## config.mk

```make
export PLATFORM = sky130hd
export DESIGN_NAME = dcache_hit_write
export DESIGN_NICKNAME = d
export VERILOG_FILES = /design/src/rtl/dcache_hit_write.sv
export SDC_FILE = /design/constraint.sdc
export NUM_CORES = 1
export LEC_CHECK = 0
export CAP_MARGIN = 20
export CORE_AREA = 2 2 104 106
export CTS_CLUSTER_DIAMETER = 150
export DETAILED_ROUTE_END_ITERATION = 8
export DIE_AREA = 0 0 106 108
export PLACE_DENSITY_LB_ADDON = 0.25
export REMOVE_ABC_BUFFERS = 1
export SYNTH_ARGS = -nofsm -noshare
export SYNTH_HDL_FRONTEND = slang
export SYNTH_SLANG_ARGS = --single-unit
```

## constraint.sdc

```tcl
create_clock -name clock -period 2.15 [get_ports clock]
set_input_delay 0.43 -clock clock [delete_from_list [all_inputs] [get_ports clock]]
set_output_delay 0.43 -clock clock [all_outputs]
set_load 0.05 [all_outputs]
```

## src/rtl/dcache_hit_write.sv

```systemverilog
// Store-hit write path of the dcache: registers one store hit, performs a strobed
// 128b bank write, then sets the line dirty bit, touches PLRU and reports completion.
module dcache_hit_write #(
    parameter int INDEX_W = 6,
    parameter int WAY_W   = 3
) (
    input  logic               clock,
    input  logic               reset,

    input  logic               ctrl2hit_write_valid,
    output logic               hit_write2ctrl_ready,
    input  logic [INDEX_W-1:0] ctrl2hit_write_index,
    input  logic [WAY_W-1:0]   ctrl2hit_write_way,
    input  logic [5:0]         ctrl2hit_write_offset,
    input  logic [63:0]        ctrl2hit_write_wdata,
    input  logic [7:0]         ctrl2hit_write_wstrb,
    output logic               hit_write2ctrl_done,

    output logic               hit_write2data_array_valid,
    input  logic               data_array2hit_write_ready,
    output logic [INDEX_W-1:0] hit_write2data_array_index,
    output logic [WAY_W-1:0]   hit_write2data_array_way,
    output logic [1:0]         hit_write2data_array_offset,
    output logic [127:0]       hit_write2data_array_wdata,
    output logic [15:0]        hit_write2data_array_wstrb,

    output logic               hit_write2dirty_valid,
    output logic [INDEX_W-1:0] hit_write2dirty_index,
    output logic [WAY_W-1:0]   hit_write2dirty_way,

    output logic               hit_write2plru_valid,
    output logic [INDEX_W-1:0] hit_write2plru_index,
    output logic [WAY_W-1:0]   hit_write2plru_way
);

    typedef enum logic [1:0] {
        IDLE  = 2'd0,
        WRITE = 2'd1,
        DONE  = 2'd2
    } state_t;

    state_t             state_reg;
    state_t             state_next;

    logic [INDEX_W-1:0] req_index_reg;
    logic [WAY_W-1:0]   req_way_reg;
    logic [2:0]         req_offset_reg;   // offset[5:3]: bank select and 8B half
    logic [63:0]        req_wdata_reg;
    logic [7:0]         req_wstrb_reg;

    logic               accept;
    logic               bank_handshake;

    // ctrl pre-aligns data to the 8B lane, so the low offset bits carry no information.
    logic               unused_offset_bits;
    assign unused_offset_bits = ^ctrl2hit_write_offset[2:0];

    assign accept         = (state_reg == IDLE) && ctrl2hit_write_valid;
    assign bank_handshake = (state_reg == WRITE) && data_array2hit_write_ready;

    always_ff @(posedge clock) begin
        if (reset) begin
            state_reg      <= IDLE;
            req_index_reg  <= '0;
            req_way_reg    <= '0;
            req_offset_reg <= '0;
            req_wdata_reg  <= '0;
            req_wstrb_reg  <= '0;
        end else begin
            state_reg <= state_next;
            if (accept) begin
                req_index_reg  <= ctrl2hit_write_index;
                req_way_reg    <= ctrl2hit_write_way;
                req_offset_reg <= ctrl2hit_write_offset[5:3];
                req_wdata_reg  <= ctrl2hit_write_wdata;
                req_wstrb_reg  <= ctrl2hit_write_wstrb;
            end
        end
    end

    always_comb begin
        state_next = state_reg;
        case (state_reg)
            IDLE: begin
                if (ctrl2hit_write_valid) begin
                    state_next = (ctrl2hit_write_wstrb != 8'h00) ? WRITE : DONE;
                end
            end
            WRITE: begin
                if (data_array2hit_write_ready) begin
                    state_next = DONE;
                end
            end
            DONE:    state_next = IDLE;
            default: state_next = IDLE;
        endcase
    end

    assign hit_write2ctrl_ready = (state_reg == IDLE);
    assign hit_write2ctrl_done  = (state_reg == DONE);

    assign hit_write2data_array_valid  = (state_reg == WRITE);
    assign hit_write2data_array_index  = req_index_reg;
    assign hit_write2data_array_way    = req_way_reg;
    assign hit_write2data_array_offset = req_offset_reg[2:1];

    // The 8B store lands in either half of the 16B bank; data is replicated to both.
    generate
        for (genvar gi = 0; gi < 2; gi++) begin : g_half
            assign hit_write2data_array_wdata[gi*64 +: 64] = req_wdata_reg;
            assign hit_write2data_array_wstrb[gi*8 +: 8]   =
                (req_offset_reg[0] == 1'(gi)) ? req_wstrb_reg : 8'h00;
        end
    endgenerate

    assign hit_write2dirty_valid = bank_handshake;
    assign hit_write2dirty_index = req_index_reg;
    assign hit_write2dirty_way   = req_way_reg;

    // A zero-strobe store touches PLRU in its DONE cycle, once the registered index is valid.
    assign hit_write2plru_valid = bank_handshake ||
                                  ((state_reg == DONE) && (req_wstrb_reg == 8'h00));
    assign hit_write2plru_index = req_index_reg;
    assign hit_write2plru_way   = req_way_reg;

endmodule

```

=== Word level (Yosys, flattened, before mapping) ===
Index checks and enable logic that the tools add are counted.

* Eq/ne operators: 4
* Mux-type cells: 6
* Reductions and logical operators: 8

{| class="wikitable"
|+ Operators with widths
! kind !! number
|-
| $mux W8 || 2
|-
| $logic_not A8 Y1 || 1
|-
| $reduce_bool A8 Y1 || 1
|-
| $mux W2 || 3
|-
| $pmux W2 S2 || 1
|-
| $logic_and A1 B1 Y1 || 3
|-
| $eq A2 B1 Y1 const B || 1
|-
| $eq A2 B2 Y1 const B || 1
|-
| $logic_not A2 Y1 || 1
|-
| $ne A2 B1 Y1 const B || 1
|-
| $ne A2 B2 Y1 const B || 1
|-
| $reduce_and A2 Y1 || 1
|-
| $logic_or A1 B1 Y1 || 1
|}

* Register bits after elaboration: 86
* Bits of input ports: 91
* Output and inout bits: 178
* Logic and storage cells: 24

=== Depth between registers and ports, before layout ===
Gate-level depths: netlist (run 1).

* Depth in word-level cells: 4
* Mapped depth: 6
* Mapped depth without buffers: 3

=== Least setup slack after synthesis (run 1) ===
OpenSTA, ideal clock, no wires.

* Path type: register to output
* Start: register state_reg[0]
* End: output hit_write2plru_valid
* Data arrival time: 1746 ps
* Required time: 1720 ps
* Setup slack: -26 ps
* Stages on the path, launching flop included: 4
* Path buffers: 0
* Path through: dfxtp_1 -> nor2b_1 -> nand2_1 -> nand2_1

* Longest elaborated chain between the ends: 3
* Elaborated cells between the ends (all ways): 5
* Classes of those cells: eq/ne (2); reduce/logical (3)

{| class="wikitable"
|+ Ends and longest elaborated chain
! item !! line !! RTL
|-
| start, declared || 42 || <nowiki>state_t state_reg;</nowiki>
|-
| start signal, assigned || 70 || <nowiki>state_reg <= state_next;</nowiki>
|-
| $eq A2 B1 Y1 || n/a ||
|-
| via hit_write2data_array_valid || 19 || <nowiki>output logic hit_write2data_array_valid,</nowiki>
|-
| $logic_and A1 B1 Y1 || 59 || <nowiki>assign bank_handshake = (state_reg == WRITE) && data_array2hit_write_ready;</nowiki>
|-
| $logic_or A1 B1 Y1 || 121 || <nowiki>assign hit_write2plru_valid = bank_handshake ||</nowiki>
|-
| end, declared || 31 || <nowiki>output logic hit_write2plru_valid,</nowiki>
|}

The timed path passes the listed nets, and every way through them passes these cells.

=== Final worst setup path (run 1) ===
* Start: register req_wdata_reg[44]
* End: output hit_write2data_array_wdata[108]

{| class="wikitable"
|+ RTL lines
! item !! line !! RTL
|-
| start, declared || 48 || <nowiki>logic [63:0] req_wdata_reg;</nowiki>
|-
| start signal, assigned || 75 || <nowiki>req_wdata_reg <= ctrl2hit_write_wdata;</nowiki>
|-
| end, declared || 24 || <nowiki>output logic [127:0] hit_write2data_array_wdata,</nowiki>
|}

No word-level cell between the ends.

==> run_results.csv, run 1 <==
group,metric,value,unit
floorplanning,fp.dieH,108,um
synthesis,yosys_warnings,0,
timing,finalHoldViolCount,0,
critical_path,cp-end-kind,"output pin",
detailed_routing,drtPass1Iterations,4,
placed_design,pre_cts_slack,0.2073,ns
clock_network,cts.sink_count,86,
layout,area_delta_synth_final,59.95,%
placed_design,io_buffers,265,
layout,layout-drive-gt1-share,0.09834,
synthesis,postSynthCellCount,487,
clock_network,cts_setup_buffers,0,
timing,rsz0062_at_grt,"no",
critical_path,cp_top_family,"buffers and inverters",
critical_path,cp_cell_sequence,"clkdlybuf4s50_1",
synthesis,synth.ff_latch_count,86,
power_and_ir_drop,clkPwrFrac,0.269,
critical_path,worst_ep_arrival_time,1.60,ns
clock_network,htreeDepth,3,
synthesis,syn-cell-area,3846,um2
placed_design,placed_cells,781,
critical_path,r2r_end,"state_reg[0]",
timing,setup_viol,0,
layout,largest_register_ff_count,64,
power_and_ir_drop,comb_power_share,0.348,
floorplanning,initial_utilization,0.3759,
power_and_ir_drop,p_leak,2.303,nW
power_and_ir_drop,p_per_area,762.4,nW/um2
synthesis,synth.distinct_cells,20,
power_and_ir_drop,irDropWorstVdd,0.3863,mV
status,status,"finished clean",
clock_network,cts_root_buffer,"clkbuf_8",
critical_path,start_kind,"register",
timing,worst_pin_slew,0.5324,ns
detailed_routing,ant_nets,0,
critical_path,reg2regPathDepth,4,
placed_design,dp_hpwl,8.251,mm
detailed_routing,vias_per_cell,4.481,
worst_hold_path,min_path_cells,2,
clock_network,cts.reportedPaths.clkPinSlew,0.08,ns
synthesis,avgSynthCellArea,7.898,um2
synthesis,seq_area_frac_synth,0.4476,
layout,fin_cells,797,
global_route,grt_pass1_wl,16.17,mm
critical_path,required,1.72,ns
global_route,grt_util_all_layers,0.1779,
clock_network,cts-resized-gates,0,
power_and_ir_drop,p_sw,1.723,mW
global_route,grt_overflow_total,0,
power_and_ir_drop,p_int,2.968,mW
critical_path,cp_slowest_cell,"clkdlybuf4s50_1",
timing,fmax,493.2,MHz
placed_design,finalWeightedCongestion,0.7542,
timing,drv_slew,0,
clock_network,clockBufferDepth,2,
critical_path,cp_num_buf_inv,1,
worst_hold_path,hold_end,"req_wdata_reg[16]",
detailed_routing,wl_per_cell,13.68,um
synthesis,synth.top_cell.area_share,0.4476,
global_route,antenna_found_initial,0,
timing,slew_headroom,0.6445,
detailed_routing,totalWireLength,10.90,mm
floorplanning,die_area,11450,um2
floorplanning,core.rowCount,37,
layout,diodes,0,
critical_path,worstSetupPathType,"register to output pin",
floorplanning,coreArea,10230,um2
timing,fin_crit,2.028,ns
timing,fin_skew,0.009958,ns
power_and_ir_drop,switching_share,0.3673,
flow_run,cap_viol_max_count,0,
synthesis,synth_top_area_cell,"dfxtp_1",
detailed_routing,vias,3571,
floorplanning,io-pin-count,269,
clock_network,cts_tree,"built",
timing,whs,0.3609,ns
global_route,grt_pass1_vias,3329,
clock_network,postCtsHoldBufs,0,
critical_path,rrSetupSlack,0.71,ns
synthesis,synth_area_leaders,"dfxtp_1, buf_4, nand2_1",
global_route,grt_max_degree,46,
power_and_ir_drop,p_seq_frac,0.383,
detailed_routing,drtIter0Drc,131,
critical_path,reg2reg_from,"state_reg[1]",
timing,period_share,0.9431,
worst_hold_path,hp-start,"reset",
detailed_routing,drc,0,
critical_path,crit_path_max_incr_delay,0.83,ns
timing,setup_ws,0.1224,ns
clock_network,clock_latency,0.35,ns
clock_network,cts_made_buffers,9,
layout,nets,747,
worst_hold_path,hold_path_class,"input pin to register",
critical_path,crit_path_max_fanout,3,
floorplanning,fp.dieW,106,um
## worst max path at each step
stage	cells after the start	from	slack (ns)	to
after global placement	5	ctrl2hit_write_valid	0.24	state_reg[0]
after global routing	1	req_wdata_reg[44]	0.05	hit_write2data_array_wdata[44]
after detailed placement	5	ctrl2hit_write_valid	0.21	state_reg[0]
after floorplan	3	ctrl2hit_write_valid	-1.09	req_wdata_reg[27]
after CTS	2	state_reg[1]	0.04	hit_write2ctrl_ready
final	1	req_wdata_reg[44]	0.12	hit_write2data_array_wdata[108]
## routing by layer
metal / vias to the layer above / GRT usage / wire, um
met1: 1608 / 0.1953 / 4252
met3: 16 / 0.05003 / 831
li1: 1791 / - / -
met5: - / 0 / 0
met4: 0 / 0.07425 / 173
met2: 156 / 0.3235 / 5642
## cells in the final DEF, fill, tap and decap left out, drive strengths merged
cell	netlist	final
clkdlybuf4s50	0	243
nand2	171	171
dfxtp	86	86
a21oi	84	84
buf	99	28
clkbuf	15	11
nor2b	10	10
and2	8	8
nor4	4	4
nor2	3	3
clkinvlp	0	3
bufinv	0	2
inv	1	1
nand3	1	1
nor3b	1	1
or3b	1	1
a22o	1	1
nand2b	1	1
o22ai	1	1
dlymetal6s2s	0	1
## logic make-up after synthesis
logic type | Yosys count | share of synthesized area
flip-flops | 86 | 0.4476
buffers and inverters | 115 | 0.2088
AND/OR/NAND/NOR | 200 | 0.2206
AO/OA/AOI/OAI | 86 | 0.1230
## power groups by stage
stage | Combinational (mW) | Clock [mW] | Sequential (mW)
after floorplan | 0.289 | 0 | 2.49
after global placement | 1.63 | 0 | 1.83
after detailed placement | 1.64 | 0 | 1.84
after CTS | 1.65 | 1.30 | 1.80
after global routing | 1.70 | 1.37 | 1.81
final | 1.63 | 1.26 | 1.80
## metrics by stage
| step | total power, mW | util | instance area (um2) | TNS (ns) |
|---|---|---|---|---|
| after floorplan | 2.783 | - | 3047 | -86.31 |
| final | 4.690 | 0.6013 | 6152 | 0 |
| after detailed placement | 3.477 | 0.5792 | 5926 | 0 |
| after global routing | 4.893 | 0.6013 | 6152 | 0 |
| after CTS | 4.743 | 0.6011 | 6150 | 0 |
| after global placement | 3.456 | 0.5792 | 5926 | 0 |
## synthesized netlist by cell type (all sizes together)
master,number
o22ai,1
nand2,171
a21oi,84
nor2b,10
buf,99
nor3b,1
nand3,1
dfxtp,86
and2,8
nor2,3
a22o,1
or3b,1
inv,1
nor4,4
clkbuf,15
nand2b,1
## area by class of cell
cell class,instances,area (um2)
Tap cell,136,170.2
Inverter,1,3.754
Timing Repair Buffer,272,2703
Fill cell,912,4079
Multi-Input combinational cell,286,1330
Sequential cell,86,1722
Clock inverter,5,82.58
Clock buffer,11,141.4
No activity file was read; power rests on OpenSTA's default activity.
==> run 2: changes to the inputs <==
--- a/config.mk
+++ b/config.mk
@@ -6,10 +6,11 @@
 export NUM_CORES = 1
 export LEC_CHECK = 0
 export CAP_MARGIN = 20
-export CORE_AREA = 2 2 104 106
+export CORE_AREA = 2 2 106 108
+export CTS_BUF_LIST = sky130_fd_sc_hd__clkbuf_2
 export CTS_CLUSTER_DIAMETER = 150
 export DETAILED_ROUTE_END_ITERATION = 8
-export DIE_AREA = 0 0 106 108
+export DIE_AREA = 0 0 108 110
 export PLACE_DENSITY_LB_ADDON = 0.25
 export REMOVE_ABC_BUFFERS = 1
 export SYNTH_ARGS = -nofsm -noshare
==> run 2 against run 1 <==
  * Critical endpoint is now hit_write2data_array_wstrb[1]
  * Sequential power about the same
  * First-iteration DRC count rose by 15%
  * Via count is 1.6% higher
  * Global-route usage down 1.1 points
==> run_results.csv, run 2 (synthesis gave the netlist of run 1 again) <==
group,metric,value,unit
layout,area_delta_synth_final,52.60,%
layout,largest_register_ff_count,64,
critical_path,cp_cell_sequence,"nor2b_1 > clkdlybuf4s15_1",
placed_design,placed_area,5976,um2
critical_path,required,1.72,ns
timing,rsz0062_at_grt,"no",
worst_hold_path,hold_path_class,"input pin to register",
global_route,grt_pass1_vias,3244,
layout,diodes,0,
detailed_routing,vias_per_cell,4.548,
critical_path,crit_path_max_incr_delay,0.50,ns
flow_run,cap_viol_max_count,0,
placed_design,placed_cells,784,
layout,multi_input_area,1339,um2
detailed_routing,drc,0,
clock_network,cts.reportedPaths.clkPinSlew,0.23,ns
timing,worst_pin_slew,0.5143,ns
detailed_routing,drtIter0Drc,150,
timing,slew_headroom,0.6585,
power_and_ir_drop,finalPower,4.072,mW
timing,fin_skew,0.03299,ns
layout,layout-drive-gt1-share,0.09878,
clock_network,cts_made_buffers,9,
power_and_ir_drop,p_per_area,693.7,nW/um2
placed_design,finalWeightedCongestion,0.7387,
floorplanning,fp.dieW,108,um
power_and_ir_drop,p_leak,2.891,nW
critical_path,worst_ep_arrival_time,1.59,ns
clock_network,cts.sink_count,86,
critical_path,cp_slowest_cell,"clkdlybuf4s15_1",
clock_network,postCtsHoldBufs,0,
clock_network,clockBufferDepth,2,
timing,drv_slew,0,
global_route,grt_overflow_total,0,
layout,design_area,5869,um2
clock_network,clock_latency,0.51,ns
power_and_ir_drop,p_seq_frac,0.440,
floorplanning,core.rowCount,38,
layout,final_cell_mix,"nand2_1, dlygate4sd2_1, clkdlybuf4s50_1",
layout,layout_commonest_cell,"nand2_1",
global_route,grt_util_all_layers,0.1669,
placed_design,io_buffers,265,
floorplanning,coreArea,10700,um2
power_and_ir_drop,switching_share,0.4066,
power_and_ir_drop,comb_power_share,0.370,
detailed_routing,wl_per_cell,13.35,um
timing,tns,0,ns
critical_path,start_kind,"register",
global_route,grt_max_degree,54,
status,status,"finished clean",
detailed_routing,vias,3629,
clock_network,cts_root_buffer,"clkbuf_2",
timing,fmax,495.8,MHz
power_and_ir_drop,clkPwrFrac,0.190,
layout,fillers,1056,
layout,final_core_utilization,0.5487,
global_route,grt_pass1_wl,15.64,mm
layout,ff_latch_area,1724,um2
clock_network,cts_tree,"built",
placed_design,dp_hpwl,7.918,mm
clock_network,htreeDepth,3,
power_and_ir_drop,p_sw,1.656,mW
floorplanning,io-pin-count,269,
detailed_routing,totalWireLength,10.65,mm
timing,period_share,0.9381,
layout,fin_cells,798,
timing,fin_crit,2.017,ns
power_and_ir_drop,p_int,2.416,mW
floorplanning,die_area,11880,um2
floorplanning,fp.dieH,110,um
critical_path,cp-end-kind,"output pin",
global_route,antenna_found_initial,0,
timing,finalHoldViolCount,0,
critical_path,worstSetupPathType,"register to output pin",
critical_path,crit_path_max_fanout,4,
layout,nets,746,
floorplanning,initial_utilization,0.3595,
detailed_routing,drtPass1Iterations,4,
detailed_routing,ant_nets,0,
power_and_ir_drop,irDropWorstVdd,0.3904,mV
critical_path,rrSetupSlack,0.68,ns
timing,setup_viol,0,
[run 2: layout make-up]
cell class / count / area share
Clock buffer: 10 / 0.008527
Clock inverter: 4 / 0.008527
Inverter: 1 / 0.0006395
Multi-Input combinational cell: 286 / 0.2281
Sequential cell: 86 / 0.2938
Tap cell: 140 / 0.02984
Timing Repair Buffer: 271 / 0.4306
[run 2: stage by stage]
stage / hold WS, ns / setup slack (ns)
after floorplan: 0.4468 / -1.086
after global placement: 0.4444 / 0.1946
after detailed placement: 0.4485 / 0.1783
after CTS: 0.2907 / 0.01761
after global routing: 0.3137 / 0.002152
final: 0.3481 / 0.1330
[run 2: critical path: cells and delay by family, from the launching register on]
family / cells / cell delay (ns)
simple gates: 1 / 0.14
flops: 1 / 0.44
buf+inv: 1 / 0.50
[run 2: path summary, 6_finish.rpt]
path                                   startpoint                            end  depth (start not counted)
worst min register to register  req_offset_reg[1]              req_offset_reg[1]                          2
worst min-delay path                        reset               req_wstrb_reg[0]                          2
worst max register to register       state_reg[1]               req_wstrb_reg[3]                          4
worst max-delay path             req_wstrb_reg[1]  hit_write2data_array_wstrb[1]                          2
[run 2: timing repair]
item / 4_1_cts / 5_1_grt
endpoints found under the setup margin: 164 / 8
buffers inserted: 0 / 0
resized for setup: 166 / 12
[run 2: layer usage]
metal  track usage  vias to the layer above  part of all wire  routed length (um)
met4       0.06593                        0             0.016                 166
met1        0.1846                     1682              0.38                4093
met3       0.05056                       12             0.080                 855
met2        0.3001                      148              0.52                5534
li1              -                     1787                 -                   -
met5             0                        -                 0                   0
[run 2: power by group through the flow]
stage          combinational (mW)  clock, mW  sequential, mW
2_1_floorplan               0.289          0            2.49
6_report                     1.51      0.773            1.79
3_5_place_dp                 1.65          0            1.83
5_1_grt                      1.58      0.871            1.81
3_3_place_gp                 1.64          0            1.83
4_1_cts                      1.52      0.819            1.80
